[src/rtl/mpu341_int_pkg.sv]
// mpu341_int_pkg: shared FSM state type and constants for the interrupt controller.
package mpu341_int_pkg;
    localparam int NUM_IRQ = 4;
    localparam int IDX_W = $clog2(NUM_IRQ);
    localparam logic [1:0] VEC_PREFIX = 2'b11;
    typedef enum logic [1:0] {IDLE, VECTOR, SERVICE, RETURN} int_state_t;
endpackage

[src/rtl/irq_prio_enc.sv]
// irq_prio_enc: fixed-priority encoder, lowest set index wins.
module irq_prio_enc
    import mpu341_int_pkg::*;
(
    input  logic [NUM_IRQ-1:0] req,
    output logic               valid,
    output logic [IDX_W-1:0]   idx
);
    assign valid = |req;
    always_comb begin
        idx = '0;
        for (int i = NUM_IRQ - 1; i >= 0; i--)
            if (req[i]) idx = i[IDX_W-1:0];
    end
endmodule

[src/rtl/interrupt_controller.sv]
// interrupt_controller: non-nesting vectored interrupt FSM overriding the sequencer address.
// Define INT_MASK_EN to add a writable per-source enable mask (otherwise all sources enabled).
module interrupt_controller
    import mpu341_int_pkg::*;
(
    input  logic               clk,
    input  logic               sync_reset_n,
    input  logic [NUM_IRQ-1:0] irq,
    input  logic [7:0]         pc,
    input  logic               reti,
    input  logic               mask_we,
    input  logic [NUM_IRQ-1:0] mask_data,
    output logic               ovr_en,
    output logic [7:0]         ovr_addr,
    output logic [NUM_IRQ-1:0] irq_ack,
    output logic               int_active,
    output logic [IDX_W-1:0]   int_id
);
    int_state_t         state, state_nxt;
    logic [7:0]         ret_addr;
    logic [NUM_IRQ-1:0] mask;
    logic               pend_vld;
    logic [IDX_W-1:0]   pend_idx;

`ifdef INT_MASK_EN
    always_ff @(posedge clk) begin
        if (!sync_reset_n) mask <= '1;
        else if (mask_we) mask <= mask_data;
    end
`else
    logic unused_mask_in;
    assign mask = '1;
    assign unused_mask_in = ^{mask_we, mask_data};
`endif

    irq_prio_enc u_prio (
        .req   (irq & mask),
        .valid (pend_vld),
        .idx   (pend_idx)
    );

    always_ff @(posedge clk) begin
        if (!sync_reset_n) begin
            state    <= IDLE;
            int_id   <= '0;
            ret_addr <= 8'h00;
        end else begin
            state <= state_nxt;
            if (state == IDLE && pend_vld) int_id <= pend_idx;
            if (state == VECTOR) ret_addr <= pc + 8'd1;
        end
    end

    always_comb begin
        state_nxt = state;
        case (state)
            IDLE:    state_nxt = pend_vld ? VECTOR : IDLE;
            VECTOR:  state_nxt = SERVICE;
            SERVICE: state_nxt = reti ? RETURN : SERVICE;
            RETURN:  state_nxt = IDLE;
            default: state_nxt = IDLE;
        endcase
    end

    assign ovr_en     = (state == VECTOR) || (state == RETURN);
    assign ovr_addr   = (state == VECTOR) ? {VEC_PREFIX, int_id, 4'h0} :
                        (state == RETURN) ? ret_addr : 8'h00;
    assign irq_ack    = (state == VECTOR) ? NUM_IRQ'(1) << int_id : '0;
    assign int_active = state != IDLE;
endmodule

[config.mk]
export PLATFORM = sky130hd
export DESIGN_NAME = interrupt_controller
export DESIGN_NICKNAME = d
export VERILOG_FILES = /design/src/rtl/mpu341_int_pkg.sv /design/src/rtl/irq_prio_enc.sv /design/src/rtl/interrupt_controller.sv
export SDC_FILE = /design/constraint.sdc
export NUM_CORES = 1
export LEC_CHECK = 0
export CORE_UTILIZATION = 39
export DETAILED_ROUTE_END_ITERATION = 8
export PLACE_DENSITY = 0.83
export SLEW_MARGIN = 20
export SYNTH_ARGS = -nofsm -noshare
export SYNTH_HDL_FRONTEND = slang
export SYNTH_SLANG_ARGS = --single-unit
[constraint.sdc]
create_clock -name clk -period 1.8 [get_ports clk]
set_input_delay 0.18 -clock clk [delete_from_list [all_inputs] [get_ports clk]]
set_output_delay 0.18 -clock clk [all_outputs]
set_load 0.02 [all_outputs]
* Word-level counts from Yosys, hierarchy flattened
Index checks and enable logic that the tools add are counted.
** Operators by class
- Add/sub/neg operators :: 1
- Equality and inequality tests :: 3
- Shift operators :: 1
- Mux-type cells :: 10
- Reduce and logical (&&, ||, !) cells :: 5
** Operators by type and width (count)
- 8-bit two-way mux :: 2
- 8-bit by 1-bit adder with 8-bit output (second input constant) :: 1
- 2-bit two-way mux :: 4
- 2-bit case mux with 4 select lines :: 1
- 2-bit == test (second input constant) :: 2
- 4-bit two-way mux :: 1
- 4-bit OR reduction :: 1
- 1-bit by 2-bit left shift with 4-bit output (first input constant) :: 1
- 2-bit by 1-bit == test with 1-bit output (second input constant) :: 1
- 2-bit logical NOT :: 1
- 1-bit two-way mux :: 2
- 2-bit nonzero test :: 1
- 1-bit logical AND :: 1
- 1-bit logical OR :: 1
** Storage, ports and cells
- Register bits after elaboration :: 12
- Input port bits :: 20
- Output and inout bits :: 16

* Longest topological paths before layout
- Word-level depth :: 4
- Mapped depth :: 6
- Mapped depth without buffers :: 5

* Cells and area by module
A second synthesis with hierarchy kept.
** Unflattened totals
- Cell total of the unflattened synthesis :: 94
- Area total of the unflattened synthesis :: 750.7 um^2
** By module, submodules not included
- interrupt_controller :: instances 1, cells an instance 87, area an instance 715.7 um^2, seq. area each 240.2 um^2
- irq_prio_enc :: instances 1, cells an instance 7, area an instance 35.0 um^2, seq. area each 0.0 um^2

* Worst setup path after synthesis
Ideal clock, no wire load.
- Path kind :: reg2out
- Start point :: register state[1]
- End point :: output port irq_ack[0]
- Data arrival time :: 1481 ps
- Data required time :: 1620 ps
- Slack :: 139 ps
- Stages on the path, launching flop included :: 6
- Path buffers :: 2
- Cells stage by stage :: dfxtp_1 inv_1 ha_1 buf_2 clkbuf_1 nor3b_1
** On the way
- Cells in the longest elaborated chain, start to end :: 2
** Ends and longest elaborated chain
- start: declaration :: line interrupt_controller.sv:19 : int_state_t state, state_nxt;
- start signal: assignment :: line interrupt_controller.sv:48 : state <= state_nxt;
- 2-bit by 1-bit == test with 1-bit output :: line interrupt_controller.sv:68 : assign irq_ack = (state == VECTOR) ? NUM_IRQ'(1) << int_id : '0;
- 4-bit two-way mux :: line interrupt_controller.sv:68
- end: declaration :: line interrupt_controller.sv:15 : output logic [NUM_IRQ-1:0] irq_ack,
No other way between the ends.

* Worst setup path in the final report
- Start point :: register state[0]
- End point :: output port ovr_en
** On the way
- Cells in the longest elaborated chain, start to end :: 2
- Elaborated cells on any way between the ends :: 3
** Ends and longest elaborated chain
- 2-bit by 1-bit == test with 1-bit output / 2-bit == test (equally long branches) :: line interrupt_controller.sv:65 : assign ovr_en = (state == VECTOR) || (state == RETURN);
- 1-bit logical OR (*) :: line interrupt_controller.sv:65
- end: declaration :: line interrupt_controller.sv:13 : output logic ovr_en,
Every way passes the cells marked *; elsewhere a longest branch is shown, timed or not.

==> results.toml <==
[global_routing]
grt_pass1_vias = 732
grt_pass1_wl_mm = 2.93
maximum_number_of_pins_on_one_net_before_global_route_repair = 15
grt_use_total_pct = 20.5
initial_antenna_violation_count = 0
grt.overflow.total = 0

[worst_setup_path]
path_class = "reg -> out"
path_cells = "buf_4, ha_1, or2_2, clkdlybuf4s15_1"
critical_path_peak_fanout = 3
critical_path.slowest_cell = "sky130_fd_sc_hd__dfxtp_1"
critPathMaxStageDelay_ns = 0.34
crit_arrival_ns = 1.54
req_time_crit_path_ns = 1.62
start_kind = "register"
end_kind = "output port"

[synthesis]
synth.distinct_cells = 28
synth_fp_nets = 117
synth.yosys.warnings = 0
synth.most_common_cell = "sky130_fd_sc_hd__dfxtp_1"
top_cells_by_area_in_the_synthesized_netlist = "sky130_fd_sc_hd__dfxtp_1, sky130_fd_sc_hd__ha_1, sky130_fd_sc_hd__o21ai_0"
yosysTopAreaCell = "sky130_fd_sc_hd__dfxtp_1"
synthArstFlopShare_pct = 0
number_of_enable_flip_flop_cells_after_synthesis = 0
synth-seq-area-share_pct = 33.0
postSynthAreaPerCell_um2 = 8.09
synthDominantCellAreaShare_pct = 33.0
synthesis.area_um2 = 728
synth_cells = 90
post_synth_most_frequent_cells = "sky130_fd_sc_hd__dfxtp_1, sky130_fd_sc_hd__o21ai_0, sky130_fd_sc_hd__ha_1, sky130_fd_sc_hd__nand2_1, sky130_fd_sc_hd__inv_1"
synth_seq_cells = 12
synth_flop_cell = "sky130_fd_sc_hd__dfxtp_1"

[routing]
num_vias = 781
route.detailed.wl_per_inst_um = 11.9
vias_per_cell = 5.10
drc_errors = 0
antenna_violating_nets_post_route = 0
detailedRoute.firstIterationViolations = 19
drt-total-wl_mm = 1.81
detailedRoute.firstPassIterationCount = 4

[placed_design]
dp_hpwl_mm = 1.43
gpl.final_weighted_congestion = 0.727
detailedPlace.worstSlack_ns = -0.0479
port_buffers = 30

[floorplan]
die_area_um2 = 2040
coreArea_um2 = 1750
die_width_um = 45.2
io-pin-count = 36
initial_core_util_pct = 41.7
core.rowCount = 15
die_height_um = 45.2

[worst_hold_path]
holdCritPathClass = "reg -> reg"

[power_and_ir_drop]
p_per_area_nw_per_um2 = 907
worst_ir_drop_vdd_v = 0.000749
total_leakage_power_nw = 0.523

[timing]
layout_min_cycle_time_ns = 1.72
report.final.hold_viol_count = 0
finalSetupViolations = 0
worst_pin_slew_ns = 0.289
pnr_worst_setup_slack_ns = 0.0798
finalCritPeriodShare_pct = 95.6
slew_violations = 0
grt_setup_unrepaired = "false"
setup_tns_ns = 0
skew_ns = 0.00709
max-slew-margin-rel_pct = 80.7
max_clock_freq_mhz = 581
hold_slack_ns = 0.481

[cts]
cts.sink_count = 12
cts-buffers-inserted = 3
clkTransAtPathRegs_ns = 0.08
cts_hold_buffers = 0
cts_root_buffer = "sky130_fd_sc_hd__clkbuf_4"
tritoncts = "done"
clk_latency_ns = 0.28
cts_buffer_depth = 2
h-tree-depth = 1

[final_layout]
multiInputGateArea_um2 = 468
fillers = 163
layout-drive-gt1-share_pct = 14.8
seq_area_um2 = 240
nets = 156
n_antenna_cell = 0
area_growth_pct = 54.0

[run]
maxCapViolCount = 0

[run_status]
status = "finished clean"
## what timing repair did
action                                 CTS  global route
gates resized for setup                 16            12
setup endpoints to repair               14             6
buffers inserted                         0             0
endpoints found under the hold margin    0             0
## registers in the layout (all words and copies together) (netlist names)
name,flops
int_id,2
state,2
ret_addr,8
## path summary, 6_finish.rpt
kind / slack (ns) / endpoint / cells after the start / startpoint
worst max-delay path: 0.08 / ovr_en / 4 / state[0]$_SDFF_PN0_
worst min register to register: 0.48 / ret_addr[0]$_SDFFE_PN0P_ / 2 / ret_addr[0]$_SDFFE_PN0P_
worst max register to register: 0.56 / ret_addr[7]$_SDFFE_PN0P_ / 6 / state[1]$_SDFF_PN0_
worst min-delay path: 0.48 / ret_addr[0]$_SDFFE_PN0P_ / 2 / ret_addr[0]$_SDFFE_PN0P_
## power breakdown
part           internal [mW]  switching (mW)  leakage, nW
registers              0.319          0.0350       0.0991
clock network          0.123          0.0934       0.0210
logic                  0.216           0.230        0.403
total                  0.659           0.358        0.523
## through the flow
stage | power (mW) | std cells | util [%] | area, um2
global route | 1.09 | 153 | 64.2 | 1120
detailed placement | 0.819 | 149 | 63.0 | 1100
finish | 1.02 | 153 | 64.2 | 1120
global placement | 0.804 | 149 | 63.0 | 1100
CTS | 1.02 | 153 | 64.8 | 1130
floorplan | 0.600 | 90 | - | 728
## kinds of logic (layout without fill, tap and decap cells)
family / count (synthesis) / in the layout / synth area share, %
simple gates: 34 / 34 / 26.5
compound gates: 24 / 24 / 18.7
flops: 12 / 12 / 33.0
buf+inv: 9 / 47 / 4.81
fa+ha+maj: 7 / 7 / 12.0
xor+xnor: 3 / 3 / 3.61
mux: 1 / 1 / 1.37
## critical path, delay by kind of cell, from the launching register on
kind | cells | cell delay [ns]
adder cells (fa/ha/maj) | 1 | 0.22
AND/OR/NAND/NOR | 1 | 0.27
buffers and inverters | 2 | 0.43
flip-flops | 1 | 0.34
## cells in the final DEF, fill, tap and decap left out, drive strengths merged
cell | Yosys | final
and3b | 1 | 1
nand3 | 4 | 4
a31oi | 3 | 3
dfxtp | 12 | 12
nand4 | 1 | 1
mux2i | 1 | 1
and2 | 4 | 4
inv | 6 | 6
a21o | 2 | 2
nor3 | 1 | 1
ha | 7 | 7
nand3b | 2 | 2
or2 | 1 | 1
o21ai | 11 | 11
nand2 | 7 | 7
xor2 | 2 | 2
o21a | 1 | 1
nor2 | 4 | 4
buf | 1 | 7
and3 | 2 | 2
dlygate4sd2 | 0 | 8
clkdlybuf4s15 | 0 | 2
or3 | 3 | 3
nor3b | 1 | 1
a211oi | 2 | 2
xnor2 | 1 | 1
nor2b | 2 | 2
clkdlybuf4s50 | 0 | 16
or4 | 1 | 1
clkbuf | 2 | 8
a21oi | 5 | 5
## metal layers
layer / up-vias / track usage [%] / wire (um)
li1: 390 / - / -
met1: 357 / 20.6 / 763
met2: 28 / 36.5 / 909
met3: 6 / 8.00 / 98
met4: 0 / 10.3 / 42
met5: - / 0 / 0
## cell type report
class	instances	share of cell area (%)
tap	25	2.79
sequential	12	21.4
timing repair buffer	37	28.8
clock buffer	4	3.24
multi-input combinational	69	41.7
inverter	6	2.01
Power figures use the tool's default switching activity.
